==> src/rtl/fp32_mul_pipe.sv <==
// fp32_mul_pipe: four-stage pipelined IEEE-754 binary32 multiplier (flush-to-zero, round-nearest-even, canonical NaN)
// Ports:
//   clk, rst            clock; synchronous active-high reset clearing every stage, rst overrides en
//   en                  advance enable; 0 freezes every stage register and ignores inputs
//   in_valid, in_a/b    operand pair captured on an enabled edge
//   out_valid           registered result valid, three enabled edges after capture
//   out_result          binary32 product
//   out_flags           {invalid, overflow, underflow, inexact}, forced to 0 for bubbles
module fp32_mul_pipe #(
   parameter int          LATENCY   = 4,
   parameter logic [31:0] CANON_NAN = 32'h7FC00000
) (
   input  logic        clk,
   input  logic        rst,
   input  logic        en,
   input  logic        in_valid,
   input  logic [31:0] in_a,
   input  logic [31:0] in_b,
   output logic        out_valid,
   output logic [31:0] out_result,
   output logic [3:0]  out_flags
);
   typedef struct packed {
      logic nan;
      logic snan;
      logic inf_zero;
      logic inf;
      logic zero;
   } cls_t;

   if (LATENCY != 4) begin : g_latency_check
      $error("fp32_mul_pipe: only LATENCY=4 is implemented");
   end

   logic [7:0]        ea, eb;
   logic [22:0]       fa, fb;
   logic              a_zero, b_zero, a_inf, b_inf, a_nan, b_nan;
   cls_t              c1_d;
   logic signed [9:0] e1_d;

   assign ea     = in_a[30:23];
   assign eb     = in_b[30:23];
   assign fa     = in_a[22:0];
   assign fb     = in_b[22:0];
   // exp=0 covers both true zero and subnormals, which are flushed
   assign a_zero = ea == 8'd0;
   assign b_zero = eb == 8'd0;
   assign a_inf  = (ea == 8'hFF) && (fa == 23'd0);
   assign b_inf  = (eb == 8'hFF) && (fb == 23'd0);
   assign a_nan  = (ea == 8'hFF) && (fa != 23'd0);
   assign b_nan  = (eb == 8'hFF) && (fb != 23'd0);
   assign c1_d   = {a_nan | b_nan,
                    (a_nan & ~fa[22]) | (b_nan & ~fb[22]),
                    (a_inf & b_zero) | (a_zero & b_inf),
                    a_inf | b_inf,
                    a_zero | b_zero};
   // ten bits keep ea+eb-127 (range -125..381) and the later +2 from wrapping
   assign e1_d   = {2'b00, ea} + {2'b00, eb} - 10'd127;

   logic              s1_valid, s1_sign;
   logic signed [9:0] s1_exp;
   logic [23:0]       s1_ma, s1_mb;
   cls_t              s1_cls;

   logic              s2_valid, s2_sign;
   logic signed [9:0] s2_exp;
   logic [47:0]       s2_prod;
   cls_t              s2_cls;

   logic              s3_valid, s3_sign, s3_inexact;
   logic signed [9:0] s3_exp;
   logic [22:0]       s3_mant;
   cls_t              s3_cls;

   logic              hi, g, r, st, up;
   logic [23:0]       sig;
   logic [24:0]       rnd;
   logic signed [9:0] e3_d;

   // a product of two [1,2) significands lies in [1,4); bit47 selects the binade
   assign hi   = s2_prod[47];
   assign sig  = hi ? s2_prod[47:24] : s2_prod[46:23];
   assign g    = hi ? s2_prod[23] : s2_prod[22];
   assign r    = hi ? s2_prod[22] : s2_prod[21];
   assign st   = hi ? |s2_prod[21:0] : |s2_prod[20:0];
   assign up   = g & (r | st | sig[0]);
   assign rnd  = {1'b0, sig} + {24'd0, up};
   assign e3_d = s2_exp + {9'd0, hi} + {9'd0, rnd[24]};

   logic        ovf, unf;
   logic [31:0] res4;
   logic [3:0]  flags4;

   assign ovf    = s3_exp >= 10'sd255;
   assign unf    = s3_exp <= 10'sd0;
   assign res4   = s3_cls.nan      ? CANON_NAN :
                   s3_cls.inf_zero ? CANON_NAN :
                   s3_cls.inf      ? {s3_sign, 8'hFF, 23'd0} :
                   s3_cls.zero     ? {s3_sign, 31'd0} :
                   ovf             ? {s3_sign, 8'hFF, 23'd0} :
                   unf             ? {s3_sign, 31'd0} :
                                     {s3_sign, s3_exp[7:0], s3_mant};
   assign flags4 = s3_cls.nan      ? {s3_cls.snan, 3'b000} :
                   s3_cls.inf_zero ? 4'b1000 :
                   (s3_cls.inf | s3_cls.zero) ? 4'b0000 :
                   ovf             ? 4'b0101 :
                   unf             ? 4'b0011 :
                                     {3'b000, s3_inexact};

   always_ff @(posedge clk) begin
      if (rst) begin
         s1_valid   <= 1'b0;
         s1_sign    <= 1'b0;
         s1_exp     <= '0;
         s1_ma      <= '0;
         s1_mb      <= '0;
         s1_cls     <= '0;
         s2_valid   <= 1'b0;
         s2_sign    <= 1'b0;
         s2_exp     <= '0;
         s2_prod    <= '0;
         s2_cls     <= '0;
         s3_valid   <= 1'b0;
         s3_sign    <= 1'b0;
         s3_exp     <= '0;
         s3_mant    <= '0;
         s3_inexact <= 1'b0;
         s3_cls     <= '0;
         out_valid  <= 1'b0;
         out_result <= '0;
         out_flags  <= '0;
      end else if (en) begin
         s1_valid   <= in_valid;
         s1_sign    <= in_a[31] ^ in_b[31];
         s1_exp     <= e1_d;
         s1_ma      <= {1'b1, fa};
         s1_mb      <= {1'b1, fb};
         s1_cls     <= c1_d;
         s2_valid   <= s1_valid;
         s2_sign    <= s1_sign;
         s2_exp     <= s1_exp;
         s2_prod    <= s1_ma * s1_mb;
         s2_cls     <= s1_cls;
         s3_valid   <= s2_valid;
         s3_sign    <= s2_sign;
         s3_exp     <= e3_d;
         // on a rounding carry rnd is 1_000..0, so its low 23 bits are already the renormalised mantissa
         s3_mant    <= rnd[22:0];
         s3_inexact <= g | r | st;
         s3_cls     <= s2_cls;
         out_valid  <= s3_valid;
         out_result <= res4;
         out_flags  <= s3_valid ? flags4 : 4'b0000;
      end
   end
endmodule

==> config.mk <==
export PLATFORM = sky130hd
export DESIGN_NAME = fp32_mul_pipe
export DESIGN_NICKNAME = d
export VERILOG_FILES = /design/src/rtl/fp32_mul_pipe.sv
export SDC_FILE = /design/constraint.sdc
export NUM_CORES = 2
export LEC_CHECK = 0
export BUFFER_PORTS_ARGS = -buffer_cell sky130_fd_sc_hd__buf_2
export CORE_ASPECT_RATIO = 1.5
export CORE_MARGIN = 4
export CORE_UTILIZATION = 25
export DETAILED_ROUTE_END_ITERATION = 8
export GPL_TIMING_DRIVEN = 0
export PLACE_DENSITY_LB_ADDON = 0.2
export SYNTH_ARGS = -nofsm -noshare
export SYNTH_HDL_FRONTEND = slang
export SYNTH_SLANG_ARGS = --single-unit
==> constraint.sdc <==
create_clock -name clk -period 9.4 [get_ports clk]
set_input_delay 0.47 -clock clk [delete_from_list [all_inputs] [get_ports clk]]
set_output_delay 0.47 -clock clk [all_outputs]
set_load 0.01 [all_outputs]
Word-level counts from Yosys, hierarchy flattened
Index checks and enable logic that the tools add are counted.
Widths: inputs -> output; s select.

cells by class
  magnitude comparators = 2
  multiply operators = 1
  mux-type cells = 16
  eq/ne operators = 2
  add/sub/neg operators = 5
  bitwise gates (word level) = 18
  reduce and logical (&&, ||, !) cells = 12

operators by type and width
  operator              number
  $mux 31               4
  $mux 32               2
  $mul 24x24->48        1
  $logic_not 23->1      2
  $reduce_bool 23->1    2
  $add 24x1->25         1
  $mux 24               1
  $reduce_or 22->1      1
  $reduce_or 21->1      1
  $add 10x1->10         2
  $eq 8x8->1 const B    2
  $logic_not 8->1       2
  $mux 4                3
  $ge 10x9->1 const B   1
  $le 10x1->1 const B   1
  $or 1x1->1            10
  $sub 9x7->10 const B  1
  $add 8x8->9           1
  $mux 3                2
  $and 1x1->1           5
  $logic_and 1x1->1     4
  $mux 1                3
  $mux 2                1
  $not 1->1             2
  $xor 1x1->1           1

storage, ports and cells
  word-level logic and storage cells = 88
  input port bits = 68
  bits in registers = 208

Longest topological paths before layout
  word-level depth = 7
  gate-level depth with buffers = 27
  mapped depth without buffers = 25

Least setup slack after synthesis
No wires, ideal clock.

  path kind = flip-flop to flip-flop
  from = register s1_mb[3]
  to = register s2_prod[43]
  slack = 2430 ps
  stages on the path, launching flop included = 27
  period minus slack after synthesis = 6970 ps
  path buffers = 1
  required time = 9284 ps
  arrival time = 6855 ps
  library setup time = 116 ps
  cells stage by stage = dfxtp_1 -> clkbuf_1 -> nand2_1 -> fa_1 -> inv_1 -> fa_1 -> inv_1 -> fa_1 -> inv_1 -> fa_1 -> inv_1 -> fa_1 -> inv_1 -> fa_1 -> inv_1 -> fa_1 -> inv_1 -> ha_1 -> a21o_1 -> a221oi_1 -> o21ai_1 -> a221oi_4 -> o31ai_2 -> a21o_1 -> a311oi_2 -> mux2_1 -> a31o_1

between the ends
  cells in the longest elaborated chain, start to end = 1

ends and longest elaborated chain
  what                    line  RTL
  start, declared         62    logic [23:0] s1_ma, s1_mb;
  start signal, assigned  137   s1_mb <= {1'b1, fb};
  $mul 24x24->48          142   s2_prod <= s1_ma * s1_mb;
  end signal, assigned    142
  end, declared           67    logic [47:0] s2_prod;

Every way passes these cells.
A chain may end at the register's enable or synchronous reset.

Worst setup path in the final report
  from = register s1_ma[13]
  to = register s2_prod[46]

between the ends
  cells in the longest elaborated chain, start to end = 1

ends and longest elaborated chain
  what                    line  RTL
  start, declared         62
  start signal, assigned  136   s1_ma <= {1'b1, fa};
  $mul 24x24->48          142

Every way passes these cells.

==> summary.txt <==
Place
  • GPL Wtd Cong: 0.9071
  • Detail Placement HPWL: 88.70 mm
  • IO Port Bufs: 103
  • DP Area: 30110 um^2

STA
  • Final hold vios: 0
  • RSZ-0062 raised after global routing: false
  • Hold_ws: 0.1634 ns
  • Slew margin rel.: 0.08818
  • Final Max Slew Viols: 0
  • Fmax: 111.6 MHz
  • Fin crit share: 0.9530
  • Worst clock skew: 0.01187 ns
  • Worst-margin pin slew: 1.355 ns
  • Tmin final: 8.958 ns
  • TNS Setup: 0 ns
  • Final setup viols: 0

Logic synthesis
  • Synth Register Bits: 207
  • Ys async rst share: 0
  • Count leader, synth: inv_1
  • Gate Count Post-Synth: 3135
  • Sequential fraction of the synthesis area: 0.1491
  • Syn Nets: 3879
  • EDFF count, synth: 0
  • Yosys warns: 0
  • Mapped Area: 27800 um^2
  • Synth Flop Type: dfxtp_1
  • Synth top area cells: fa_1, dfxtp_1, ha_1
  • Most area-hungry cell type in the Yosys netlist: fa_1
  • Syn Area/Cell: 8.867 um^2
  • Synth top area share: 0.3486
  • Post-synth top cells: inv_1, fa_1, nand2_1
  • Yosys cell types: 66

GRT
  • Largest net degree at the start of global routing: 14
  • GRT overflow: 0
  • Vias in the first global route: 23633
  • First-pass GRT wire length: 156.4 mm
  • Initial antenna violation count: 6
  • GR Util All Layers: 0.1806

Die
  • Die Y: 416.4 um
  • Core area: 110200 um^2
  • # IOs: 105
  • Die width: 280.3 um
  • Core Rows: 149
  • Initial Util: 0.2523
  • Die area: 116700 um^2

CTS
  • Inserted Clock Buffers: 25
  • H-tree level count: 1
  • Worst skew pair latency: 0.56 ns
  • CTS Buffer Depth: 3
  • Clk root buf: clkbuf_16
  • Clk sink count: 207
  • TritonCTS clock tree: built
  • Hold-fix buffers, CTS: 0
  • Clk slew on worst S/H paths: 0.07 ns
  • Post-CTS setup buffers: 0
  • Post-cts resize count: 0

Critical path
  • WP data arrival: 9.39 ns
  • Critical path class: flip-flop to flip-flop
  • Top fanout value on the critical path: 10
  • CP endpoint kind: flip-flop
  • Slowest stage delay, CP: 0.74 ns
  • WP depth: 26
  • CP bufs+invs: 8
  • Crit-path leading delay family: adder cells
  • CP required: 9.83 ns
  • Slowest CP cell: clkbuf_1
  • Startpoint type of the worst setup path: flip-flop
  • R2R depth: 26

Layout
  • NumNets Final: 4010
  • Fill cell count: 11952
  • Multi-input gate area: 20930 um^2
  • Flip-flop and latch area: 4144 um^2
  • Final Cell Area: 30940 um^2
  • P&R area growth vs syn: 11.31%
  • Layout cells sized above 1: 0.04840

Run status
  • Status: completed

Pwr
  • Sequential share of power: 0.301
  • Internal cell power: 2.041 mW
  • Logic pwr share: 0.416
  • PwrDens: 113.5 nW/um^2
  • Sw Pwr: 1.470 mW
  • Switch share: 0.4187
  • Final Power: 3.512 mW
  • Max rail drop VDD: 0.1223 mV
  • Clock share of power: 0.284
  • Leak Pwr: 14.54 nW

Route
  • Wirelength per Cell: 22.13 um
  • DRC: 0
  • Routed WL: 104.5 mm
  • Drt first pass iters: 5
  • Antenna Nets Post-Route: 0
  • Initial DRC Count: 1191
  • Vias/cell: 4.617
  • DR vias: 21807

Worst hold path
  • Worst hold path type: input pin to flip-flop
  • Hold Path Cell Cnt: 3

Run
  • Max-cap violations: 0
power groups by stage:
stage | clock, mW | sequential (mW) | combinational, mW
after global routing | 1.07 | 1.06 | 1.64
after floorplan | 0 | 1.02 | 0.962
final | 0.996 | 1.06 | 1.46
after global placement | 0 | 1.07 | 1.47
after detailed placement | 0 | 1.07 | 1.45
after CTS | 1.03 | 1.05 | 1.48
logic make-up after synthesis:
logic type	share of synthesized area
multiplexers	0.04812
buffers and inverters	0.09781
flip-flops	0.1491
adder cells (fa/ha/maj)	0.4350
AND/OR/NAND/NOR	0.1773
XOR/XNOR	0.01891
AO/OA/AOI/OAI	0.07382
placed cells by master (no fill, tap or decap), types with 85 or more instances in the layout:
| cell | netlist | final |
|---|---|---|
| inv_1 | 554 | 554 |
| fa_1 | 484 | 484 |
| nand2_1 | 353 | 353 |
| and2_1 | 302 | 302 |
| nor2_1 | 234 | 234 |
| dfxtp_1 | 207 | 207 |
| ha_1 | 192 | 192 |
| clkbuf_1 | 148 | 154 |
| mux2i_1 | 128 | 128 |
| buf_2 | 1 | 104 |
| a21oi_1 | 85 | 85 |
tightest hold or removal path, delay by kind of cell:
kind,cells,cell delay (ns)
buffers and inverters,1,0.09
multiplexers,1,0.06
AND/OR/NAND/NOR,1,0.07
routing by layer:
metal,track usage,vias to the layer above,share of wire
met3,0.01727,215,0.039
met2,0.3330,570,0.51
met1,0.2122,11008,0.39
li1,-,10012,-
met4,0.07718,2,0.053
met5,0,-,0.000077
flip-flops by register name, indices dropped and copies added (netlist names), 10 cells and up:
signal / flops
s2_exp: 10
out_result: 32
s1_exp: 10
s1_mb: 23
s3_mant: 23
s2_prod: 48
s3_exp: 10
s1_ma: 24
area by class of cell:
| class | count | share of cell area |
|---|---|---|
| tap | 1434 | 0.05799 |
| clock buffer | 33 | 0.02184 |
| clock inverter | 13 | 0.004570 |
| inverter | 555 | 0.06733 |
| antenna | 4 | 0.0003235 |
| buffer | 169 | 0.02054 |
| multi-input combinational | 2204 | 0.6766 |
| sequential | 207 | 0.1339 |
| timing repair buffer | 104 | 0.01690 |
path summary, 6_finish.rpt:
path / to / slack (ns) / start
worst max register to register: s2_prod[46] / 0.44 / s1_ma[13]
worst min-delay path: s1_mb[19] / 0.16 / in_b[19]
worst min register to register: out_flags[3] / 0.46 / out_flags[3]
worst max-delay path: s2_prod[46] / 0.44 / s1_ma[13]
per-stage QoR:
stage,utilization,instances,setup slack [ns]
after floorplan,-,3135,2.430
after global placement,0.2732,4672,0.3833
after detailed placement,0.2732,4672,0.4573
after CTS,0.2807,4718,0.4184
after global routing,0.2807,4719,0.2220
final,0.2808,4723,0.4420
Note: power is estimated with default switching activity, not from simulation.
